[src/rtl/ifetch_pkg.sv]
// Shared types and constants for the instruction fetch stage.
package ifetch_pkg;
  localparam int XLEN = 32;
  localparam logic [XLEN-1:0] RESET_PC_DEFAULT = 32'h0040_0020;

  typedef struct packed {
    logic [XLEN-1:0] pc;
    logic [XLEN-1:0] instr;
  } fetch_entry_t;

  function automatic logic is_misaligned(input logic [XLEN-1:0] addr);
    return addr[1:0] != 2'b00;
  endfunction
endpackage

[src/rtl/ifetch_fifo.sv]
// In-order buffer of fetched {pc, instr} entries; flush wins over push/pop.
module ifetch_fifo
  import ifetch_pkg::*;
#(
  parameter int DEPTH = 2
) (
  input  logic                           clk,
  input  logic                           reset,
  input  logic                           push,
  input  fetch_entry_t                   push_entry,
  input  logic                           pop,
  input  logic                           flush,
  output logic                           head_valid,
  output fetch_entry_t                   head,
  output logic [$clog2(DEPTH+1)-1:0]     count
);
  localparam int CW = $clog2(DEPTH + 1);
  localparam int PW = (DEPTH > 1) ? $clog2(DEPTH) : 1;

  fetch_entry_t mem [DEPTH];
  logic [PW-1:0] rd_ptr;
  logic [PW-1:0] wr_ptr;

  function automatic logic [PW-1:0] next_ptr(input logic [PW-1:0] p);
    return (p == PW'(DEPTH - 1)) ? '0 : p + 1'b1;
  endfunction

  always_ff @(posedge clk) begin
    if (!reset) begin
      rd_ptr <= '0;
      wr_ptr <= '0;
      count  <= '0;
      for (int i = 0; i < DEPTH; i++) mem[i] <= '0;
    end else if (flush) begin
      rd_ptr <= '0;
      wr_ptr <= '0;
      count  <= '0;
    end else begin
      if (push) begin
        mem[wr_ptr] <= push_entry;
        wr_ptr      <= next_ptr(wr_ptr);
      end
      if (pop) rd_ptr <= next_ptr(rd_ptr);
      count <= count + CW'(push) - CW'(pop);
    end
  end

  assign head_valid = (count != '0);
  assign head       = mem[rd_ptr];
endmodule

[src/rtl/ifetch_unit.sv]
// Fetch stage: owns the PC, issues credit-limited word fetches, buffers
// responses in order and discards stale ones after a redirect.
module ifetch_unit
  import ifetch_pkg::*;
#(
  parameter logic [XLEN-1:0] RESET_PC = RESET_PC_DEFAULT,
  parameter int              DEPTH    = 2
) (
  input  logic            clk,
  input  logic            reset,
  output logic            imem_req_valid,
  input  logic            imem_req_ready,
  output logic [XLEN-1:0] imem_req_addr,
  input  logic            imem_resp_valid,
  input  logic [XLEN-1:0] imem_resp_data,
  input  logic            redirect_valid,
  input  logic [XLEN-1:0] redirect_pc,
  output logic            instr_valid,
  input  logic            instr_ready,
  output logic [XLEN-1:0] instr,
  output logic [XLEN-1:0] instr_pc,
  output logic            fault
);
  localparam int CW = $clog2(DEPTH + 1);
  localparam int DW = 8;

  logic [XLEN-1:0] fetch_pc;
  logic [XLEN-1:0] resp_pc;
  logic [XLEN-1:0] req_addr;
  logic            req_pending;
  logic            req_stale;
  logic [CW-1:0]   outstanding;
  logic [DW-1:0]   drop;
  logic [CW-1:0]   buf_count;
  logic            buf_valid;
  fetch_entry_t    buf_head;
  logic [DW-1:0]   credit_used;
  logic            pop, push, issue, accept, accept_live, resp_stale, resp_live;

  // A head leaving this cycle frees its slot before any new response can land.
  assign pop         = buf_valid & instr_ready;
  assign credit_used = DW'(outstanding) + DW'(buf_count) - DW'(pop);
  assign issue       = reset & ~req_pending & ~fault & ~redirect_valid &
                       (credit_used < DW'(DEPTH));

  assign imem_req_valid = req_pending | issue;
  assign imem_req_addr  = req_pending ? req_addr : fetch_pc;
  assign accept         = imem_req_valid & imem_req_ready;
  assign accept_live    = accept & ~(req_pending & req_stale);
  assign resp_stale     = imem_resp_valid & (drop != '0);
  assign resp_live      = imem_resp_valid & (drop == '0) & (outstanding != '0);
  assign push           = resp_live & ~redirect_valid;

  always_ff @(posedge clk) begin
    if (!reset) begin
      fetch_pc    <= RESET_PC;
      resp_pc     <= RESET_PC;
      req_addr    <= RESET_PC;
      req_pending <= 1'b0;
      req_stale   <= 1'b0;
      outstanding <= '0;
      drop        <= '0;
      fault       <= 1'b0;
    end else begin
      if (accept) begin
        req_pending <= 1'b0;
      end else if (issue) begin
        req_pending <= 1'b1;
        req_addr    <= fetch_pc;
        req_stale   <= 1'b0;
      end
      if (redirect_valid) begin
        // Every live in-flight fetch becomes stale; a response arriving now is already gone.
        fetch_pc    <= redirect_pc;
        resp_pc     <= redirect_pc;
        outstanding <= '0;
        drop        <= drop + DW'(outstanding) + DW'(req_pending & ~req_stale)
                       - DW'(resp_stale | resp_live);
        if (req_pending & ~accept) req_stale <= 1'b1;
        if (is_misaligned(redirect_pc)) fault <= 1'b1;
      end else begin
        if (accept_live) fetch_pc <= fetch_pc + 32'd4;
        if (push) resp_pc <= resp_pc + 32'd4;
        outstanding <= outstanding + CW'(accept_live) - CW'(resp_live);
        if (resp_stale) drop <= drop - 1'b1;
      end
    end
  end

  ifetch_fifo #(.DEPTH(DEPTH)) u_fifo (
    .clk        (clk),
    .reset      (reset),
    .push       (push),
    .push_entry ('{pc: resp_pc, instr: imem_resp_data}),
    .pop        (pop),
    .flush      (redirect_valid),
    .head_valid (buf_valid),
    .head       (buf_head),
    .count      (buf_count)
  );

  assign instr_valid = buf_valid;
  assign instr       = buf_head.instr;
  assign instr_pc    = buf_head.pc;
endmodule

[config.mk]
export PLATFORM = sky130hd
export DESIGN_NAME = ifetch_unit
export DESIGN_NICKNAME = d
export VERILOG_FILES = /design/src/rtl/ifetch_pkg.sv /design/src/rtl/ifetch_fifo.sv /design/src/rtl/ifetch_unit.sv
export SDC_FILE = /design/constraint.sdc
export NUM_CORES = 1
export LEC_CHECK = 0
export ABC_AREA = 1
export ABC_CLOCK_PERIOD_IN_PS = 4500
export CELL_PAD_IN_SITES_DETAIL_PLACEMENT = 0
export CELL_PAD_IN_SITES_GLOBAL_PLACEMENT = 2
export CORE_ASPECT_RATIO = 0.75
export CORE_MARGIN = 3
export CORE_UTILIZATION = 25
export CTS_CLUSTER_SIZE = 12
export DETAILED_ROUTE_END_ITERATION = 10
export HOLD_SLACK_MARGIN = 0.15
export PLACE_DENSITY = 0.74
export SLEW_MARGIN = 20
export SYNTH_ARGS = -nofsm -noshare
export SYNTH_HDL_FRONTEND = slang
export SYNTH_HIERARCHICAL = 1
export SYNTH_SLANG_ARGS = --single-unit
[constraint.sdc]
create_clock -name clk -period 4.5 [get_ports clk]
set_input_delay 0.9 -clock clk [delete_from_list [all_inputs] [get_ports clk]]
set_output_delay 0.9 -clock clk [all_outputs]
set_load 0.1 [all_outputs]
==> qor.yml, run 1 <==
sequentialPowerShare_pct: 41.7
avgSynthCellArea_um2: 8.17
synth_seq_cells: 242
core-area_um2: 50500
grt_usage_pct: 15.2
fmax_mhz: 248
crit_chain: "clkdlybuf4s50_1, nand2_1, inv_1, ha_1, nor2_1, fa_1, nand3b_1, nor2_4, nand2_4, nand2_8, buf_12"
crit_path_end_kind: "output port"
cts_setup_buffers: 0
synth_seq_area_share_pct: 47.6
async_flop_share_pct: 0
drt_first_pass_iters: 6
grt_max_degree: 66
status: "complete, no violations"
rsz0062_at_grt: "no"
vias_per_cell: 4.49
clkTransAtPathRegs_ns: 0.06
holdBufCountCts: 0
cts_htree_levels: 1
cts_tree: "built"
final_util_pct: 31.6
cts.sinks: 242
cts_buffers: 29
insertion_delay_ns: 0.56
p_sw_share_pct: 30.8
nets: 1824
fin_crit_ns: 4.03
cellPowerDensity_nw_per_um2: 378
worst_path_largest_cell_delay_ns: 0.45
postRouteAntennaNets: 0
startpoint_type: "input port"
synth.most_common_cell: "nand2_1"
wl_per_cell_um: 17.3
drive_gt1_share_pct: 14.2
routed_wl_um: 41700
comb_power_share_pct: 19.0
drt_iter0_markers: 759
synth.area.top_cells: "edfxtp_1 (30%), dfxtp_1 (18%), nand2_1 (9.9%), nor2_1 (7.1%), inv_1 (5.8%)"
slowest_stage: "clkdlybuf4s50_1"
antenna_found_initial: 1
netlist_area_um2: 12900
dp_hpwl_um: 29700
clkPwrFrac_pct: 39.3
p_int_mw: 4.18
yosysTopAreaCell: "edfxtp_1"
fin_cells: 2404
drc_errors: 0
yosys-top-cells-count: "nand2_1 (341), nor2_1 (245), inv_1 (200), edfxtp_1 (128), dfxtp_1 (114)"
fp.dieH_um: 203
ios: 169
grt_pass1_vias: 10400
critPathArrivalTime_ns: 3.13
p_switching_mw: 1.86
finClkSkew_ns: 0.0141
synthToLayoutAreaGrowth_pct: 23.9
ys_types: 44
slew_violations: 0
root_buffer: "clkbuf_16"
grt_pass1_wl_um: 63700
synth.top_cell.area_share_pct: 29.9
place_inst: 2351
hp-class: "reg2reg"
tightest_slew_ns: 1.03
ir_drop_v: 0.000248
post-route-period-util_pct: 89.6
crit_type: "in2out"
p_leak_nw: 6.20
post_cts_resized: 0
clockBufferDepth: 3
synth_flop_cell: "edfxtp_1"
row_count: 71
start_util_pct: 25.5
place_congestion: 0.874
power_mw: 6.04
required_ns: 3.60
holdWs_ns: 0.442
diodes: 0
die_area_um2: 54300
num_vias: 10800
synth_nets: 1674
netlist_instances: 1575
crit_fanout: 4
hold_viol_final: 0
numPortBuffers: 168
yosysWarnings: 6
finalSetupViolCount: 0
chipWidth_um: 268
overflow: 0
slew_headroom_pct: 31.5
synth_edf_count: 128
setup_tns_ns: 0
maxCapViolCount: 0
per-layer routing:
metal / routed length [um] / vias up / GRT usage, %
li1: - / 5382 / -
met1: 20800 / 5169 / 22.4
met2: 18500 / 194 / 23.6
met3: 1520 / 38 / 2.11
met4: 764 / 0 / 3.09
met5: 0 / - / 0
cells in the final DEF, fill, tap and decap left out, drive strengths merged:
cell type,count
nand2,352
nor2,260
inv,205
edfxtp,128
o21ai,115
dfxtp,114
a21oi,97
clkdlybuf4s50,96
buf,88
mux2,64
nand3,64
clkbuf,42
ha,26
xor2,23
nor3,13
nand4,11
a31oi,9
o211ai,7
clkinv,7
xnor2,6
nand3b,3
fa,3
clkinvlp,3
or2,2
o31ai,2
bufinv,2
nor3b,2
o21bai,1
a211oi,1
a21o,1
logic make-up (layout without fill, tap and decap cells):
group	after synthesis	in the layout	synth area share [%]
fa+ha+maj	29	29	2.99
buf+inv	271	443	9.16
mux	64	64	5.60
xor+xnor	29	29	1.97
flops	242	242	47.6
compound gates	233	233	9.84
simple gates	707	707	22.8
sequential cells by signal (all words and copies together) (netlist names), named ones only:
signal / cells
outstanding: 2
u_fifo/mem: 128
fault: 1
u_fifo/wr_ptr: 1
req_addr: 32
drop: 8
req_stale: 1
u_fifo/count: 2
fetch_pc: 32
u_fifo/rd_ptr: 1
req_pending: 1
resp_pc: 32
final timing paths:
check,startpoint,to,slack [ns],depth (start not counted)
worst max-delay path,instr_ready,imem_req_valid,0.47,11
worst max register to register,u_fifo/count[1],outstanding[1],1.25,17
worst min register to register,req_addr[16],req_addr[16],0.44,2
worst min-delay path,req_addr[16],req_addr[16],0.44,2
stage by stage:
stage	worst slack (ns)	cell area (um^2)
after global routing	0.343	16000
after floorplan	0.520	12900
after detailed placement	0.422	15000
after CTS	0.450	16000
after global placement	0.457	15000
final	0.468	16000
power groups by stage:
stage / combinational, mW / clock (mW) / sequential (mW)
CTS: 1.16 / 2.46 / 2.52
global route: 1.27 / 2.56 / 2.53
finish: 1.15 / 2.37 / 2.52
global placement: 1.15 / 0 / 2.56
detailed placement: 1.16 / 0 / 2.57
floorplan: 0.835 / 0 / 2.54
layout make-up:
cell class	instances	area, um^2
clock buffer	42	843
clock inverter	11	110
fill	5352	34600
inverter	206	791
multi-input combinational	1062	5600
sequential	242	6130
tap	657	822
timing repair buffer	184	1650
critical path, delay by kind of cell:
kind | cells | cell delay (ns)
simple gates | 6 | 0.78
buf+inv | 3 | 0.75
fa+ha+maj | 2 | 0.69
Note: power is estimated with default switching activity, not from simulation.
==> inputs of run 2 (changes only) <==
--- a/config.mk
+++ b/config.mk
@@ -13,7 +13,7 @@
 export CORE_MARGIN = 3
-export CORE_UTILIZATION = 25
-export CTS_CLUSTER_SIZE = 12
+export CORE_UTILIZATION = 33
+export CTS_CLUSTER_SIZE = 10
 export DETAILED_ROUTE_END_ITERATION = 10
 export HOLD_SLACK_MARGIN = 0.15
-export PLACE_DENSITY = 0.74
+export PLACE_DENSITY = 0.91
 export SLEW_MARGIN = 20
--- a/constraint.sdc
+++ b/constraint.sdc
@@ -3,2 +3,2 @@
 set_output_delay 0.9 -clock clk [all_outputs]
-set_load 0.1 [all_outputs]
+set_load 0.01 [all_outputs]
==> qor.yml, run 2 (synthesized netlist as in run 1, its figures left out) <==
postRouteAntennaNets: 0  # unchanged
top_register: "u_fifo/mem"  # unchanged
fmax_mhz: 233  # was 248 MHz
numPortBuffers: 168  # unchanged
nets: 1823  # was 1824
critPathArrivalTime_ns: 3.38  # was 3.13 ns
worst_path_largest_cell_delay_ns: 0.55  # was 0.45 ns
sequentialPowerShare_pct: 45.2  # was 41.7%
cts_setup_buffers: 0  # unchanged
clkTransAtPathRegs_ns: 0.06  # about the same
drt_first_pass_iters: 5  # was 6
cts_buffers: 29  # unchanged
p_int_mw: 4.07  # was 4.18 mW
p_sw_share_pct: 27.0  # was 30.8%
grt_pass1_vias: 10300  # was 10400
cellPowerDensity_nw_per_um2: 352  # was 378 nW/um^2
chipWidth_um: 234  # was 268 um
holdWs_ns: 0.444  # was 0.442 ns
grt_pass1_wl_um: 58700  # was 63700 um
fin_crit_ns: 4.28  # was 4.03 ns
slew_headroom_pct: 41.1  # was 31.5%
antenna_found_initial: 1  # unchanged
place_inst: 2197  # was 2351
die_area_um2: 41400  # was 54300 um^2
comb_power_share_pct: 15.3  # was 19.0%
tightest_slew_ns: 0.884  # was 1.03 ns
clkPwrFrac_pct: 39.5  # was 39.3%
mostFrequentLayoutCells: "nand2_1 (338), nor2_1 (245), inv_1 (200)"  # unchanged
fin_area_um2: 15800  # was 16000 um^2
critical_path.top_delay_family: "buffers and inverters"  # was simple AND/OR/NAND/NOR gates
cts_htree_levels: 1  # unchanged
insertion_delay_ns: 0.56  # about the same
dp_hpwl_um: 27100  # was 29700 um
p_leak_nw: 6.06  # was 6.20 nW
crit_path_end_kind: "output port"  # unchanged
setup_tns_ns: 0  # unchanged
slew_violations: 0  # unchanged
path_buf_inv: 3  # unchanged
largest_reg_flops: 128  # unchanged
finalSetupViolCount: 0  # unchanged
grt_usage_pct: 18.1  # was 15.2%
root_buffer: "clkbuf_16"  # unchanged
synthToLayoutAreaGrowth_pct: 23.0  # was 23.9%
placed_area_um2: 15000  # about the same
drc_errors: 0  # unchanged
status: "complete, no violations"  # unchanged
crit_type: "in2out"  # unchanged
startpoint_type: "input port"  # unchanged
required_ns: 3.60  # about the same
drive_gt1_share_pct: 9.86  # was 14.2%
holdBufCountCts: 0  # unchanged
ir_drop_v: 0.000231  # was 0.000248 V
routed_wl_um: 38100  # was 41700 um
cts.sinks: 242  # unchanged
layout_commonest_cell: "nand2_1"  # unchanged
finClkSkew_ns: 0.0175  # was 0.0141 ns
fin_cells: 2250  # was 2404
fill_cells: 3818  # was 5352
critical-path-top-cell-by-count: "clkdlybuf4s50_1"
core-area_um2: 37800  # was 50500 um^2
hp-class: "reg2reg"  # unchanged
maxCapViolCount: 0  # unchanged
slowest_stage: "clkdlybuf4s50_1"  # unchanged
wl_per_cell_um: 16.9  # was 17.3 um
final_util_pct: 41.9  # was 31.6%
place_congestion: 0.886  # was 0.874
start_util_pct: 34.1  # was 25.5%
clockBufferDepth: 3  # unchanged
drt_iter0_markers: 772  # was 759
hold_viol_final: 0  # unchanged
post_cts_resized: 0  # unchanged
row_count: 61  # was 71
crit_chain: "clkdlybuf4s50_1, nand2_1, inv_1, ha_1, nor2_1, fa_1, nand3b_1, nor2_4, nand2_4, nand2_8, clkdlybuf4s50_1"  # was clkdlybuf4s50_1, nand2_1, inv_1, ha_1, nor2_1, fa_1, nand3b_1, nor2_4, nand2_4, nand2_8, buf_12
cts_tree: "built"  # unchanged
p_switching_mw: 1.51  # was 1.86 mW
ios: 169  # unchanged
num_vias: 10800  # about the same
rsz0062_at_grt: "no"  # unchanged
overflow: 0  # unchanged
fp.dieH_um: 177  # was 203 um
post-route-period-util_pct: 95.2  # was 89.6%
crit_fanout: 4  # unchanged
vias_per_cell: 4.78  # was 4.49
grt_max_degree: 66  # unchanged
run 2: metrics by stage:
stage	setup WS [ns]	power [mW]
final	0.216	5.57
after global routing	0.102	5.85
after CTS	0.187	5.66
after detailed placement	0.197	3.42
after global placement	0.221	3.41
after floorplan	0.520	3.09
run 2: worst reg2reg max path, stage by stage (launching register included):
cell and delay, ns:
dfxtp_1 0.32, inv_1 0.16, ha_1 0.21, nand4_1 0.15
nand2_1 0.28, nand2_1 0.10, ha_1 0.31, fa_1 0.43
fa_1 0.41, o21ai_0 0.31, nand3_1 0.15, nand2_1 0.09
nand2_1 0.05, a31oi_1 0.16
run 2: metal layers:
metal	global-route usage [%]	routed length, um	up-vias
met1	26.3	18400	5103
met4	3.82	542	0
met5	0	0	-
met2	28.2	17100	225
met3	3.25	2120	41
li1	-	-	5388
run 2: final cells by class:
type                    count  area, um^2  area share, %
diodes                      1        2.50         0.0158
repair buffers            183        1820           11.5
multi-input cells        1062        5590           35.3
clock inverters             2        13.8         0.0869
flip-flops and latches    242        6130           38.7
inverters                 206         791           4.99
well taps                 504         631           3.98
clock buffers              50         865           5.46
run 2: path summary, 6_finish.rpt:
check / from / to / slack [ns] / cells past startpoint
hold / removal: req_addr[27] / req_addr[27] / 0.44 / 2
setup / recovery: instr_ready / imem_req_valid / 0.22 / 11
hold reg to reg: req_addr[27] / req_addr[27] / 0.44 / 2
setup reg to reg: drop[5] / drop[6] / 1.30 / 13
run 2: power by group through the flow:
stage / sequential (mW) / combinational (mW) / clock [mW]
3_3_place_gp: 2.56 / 0.849 / 0
6_report: 2.52 / 0.853 / 2.20
4_1_cts: 2.52 / 0.860 / 2.28
5_1_grt: 2.53 / 0.961 / 2.36
2_1_floorplan: 2.53 / 0.555 / 0
3_5_place_dp: 2.56 / 0.855 / 0
==> inputs of run 3 (changes only) <==
- SETUP_SLACK_MARGIN: not set -> 0.02
==> results of run 3 <==
The final DEF is identical to that of run 2; final timing and power are the same.
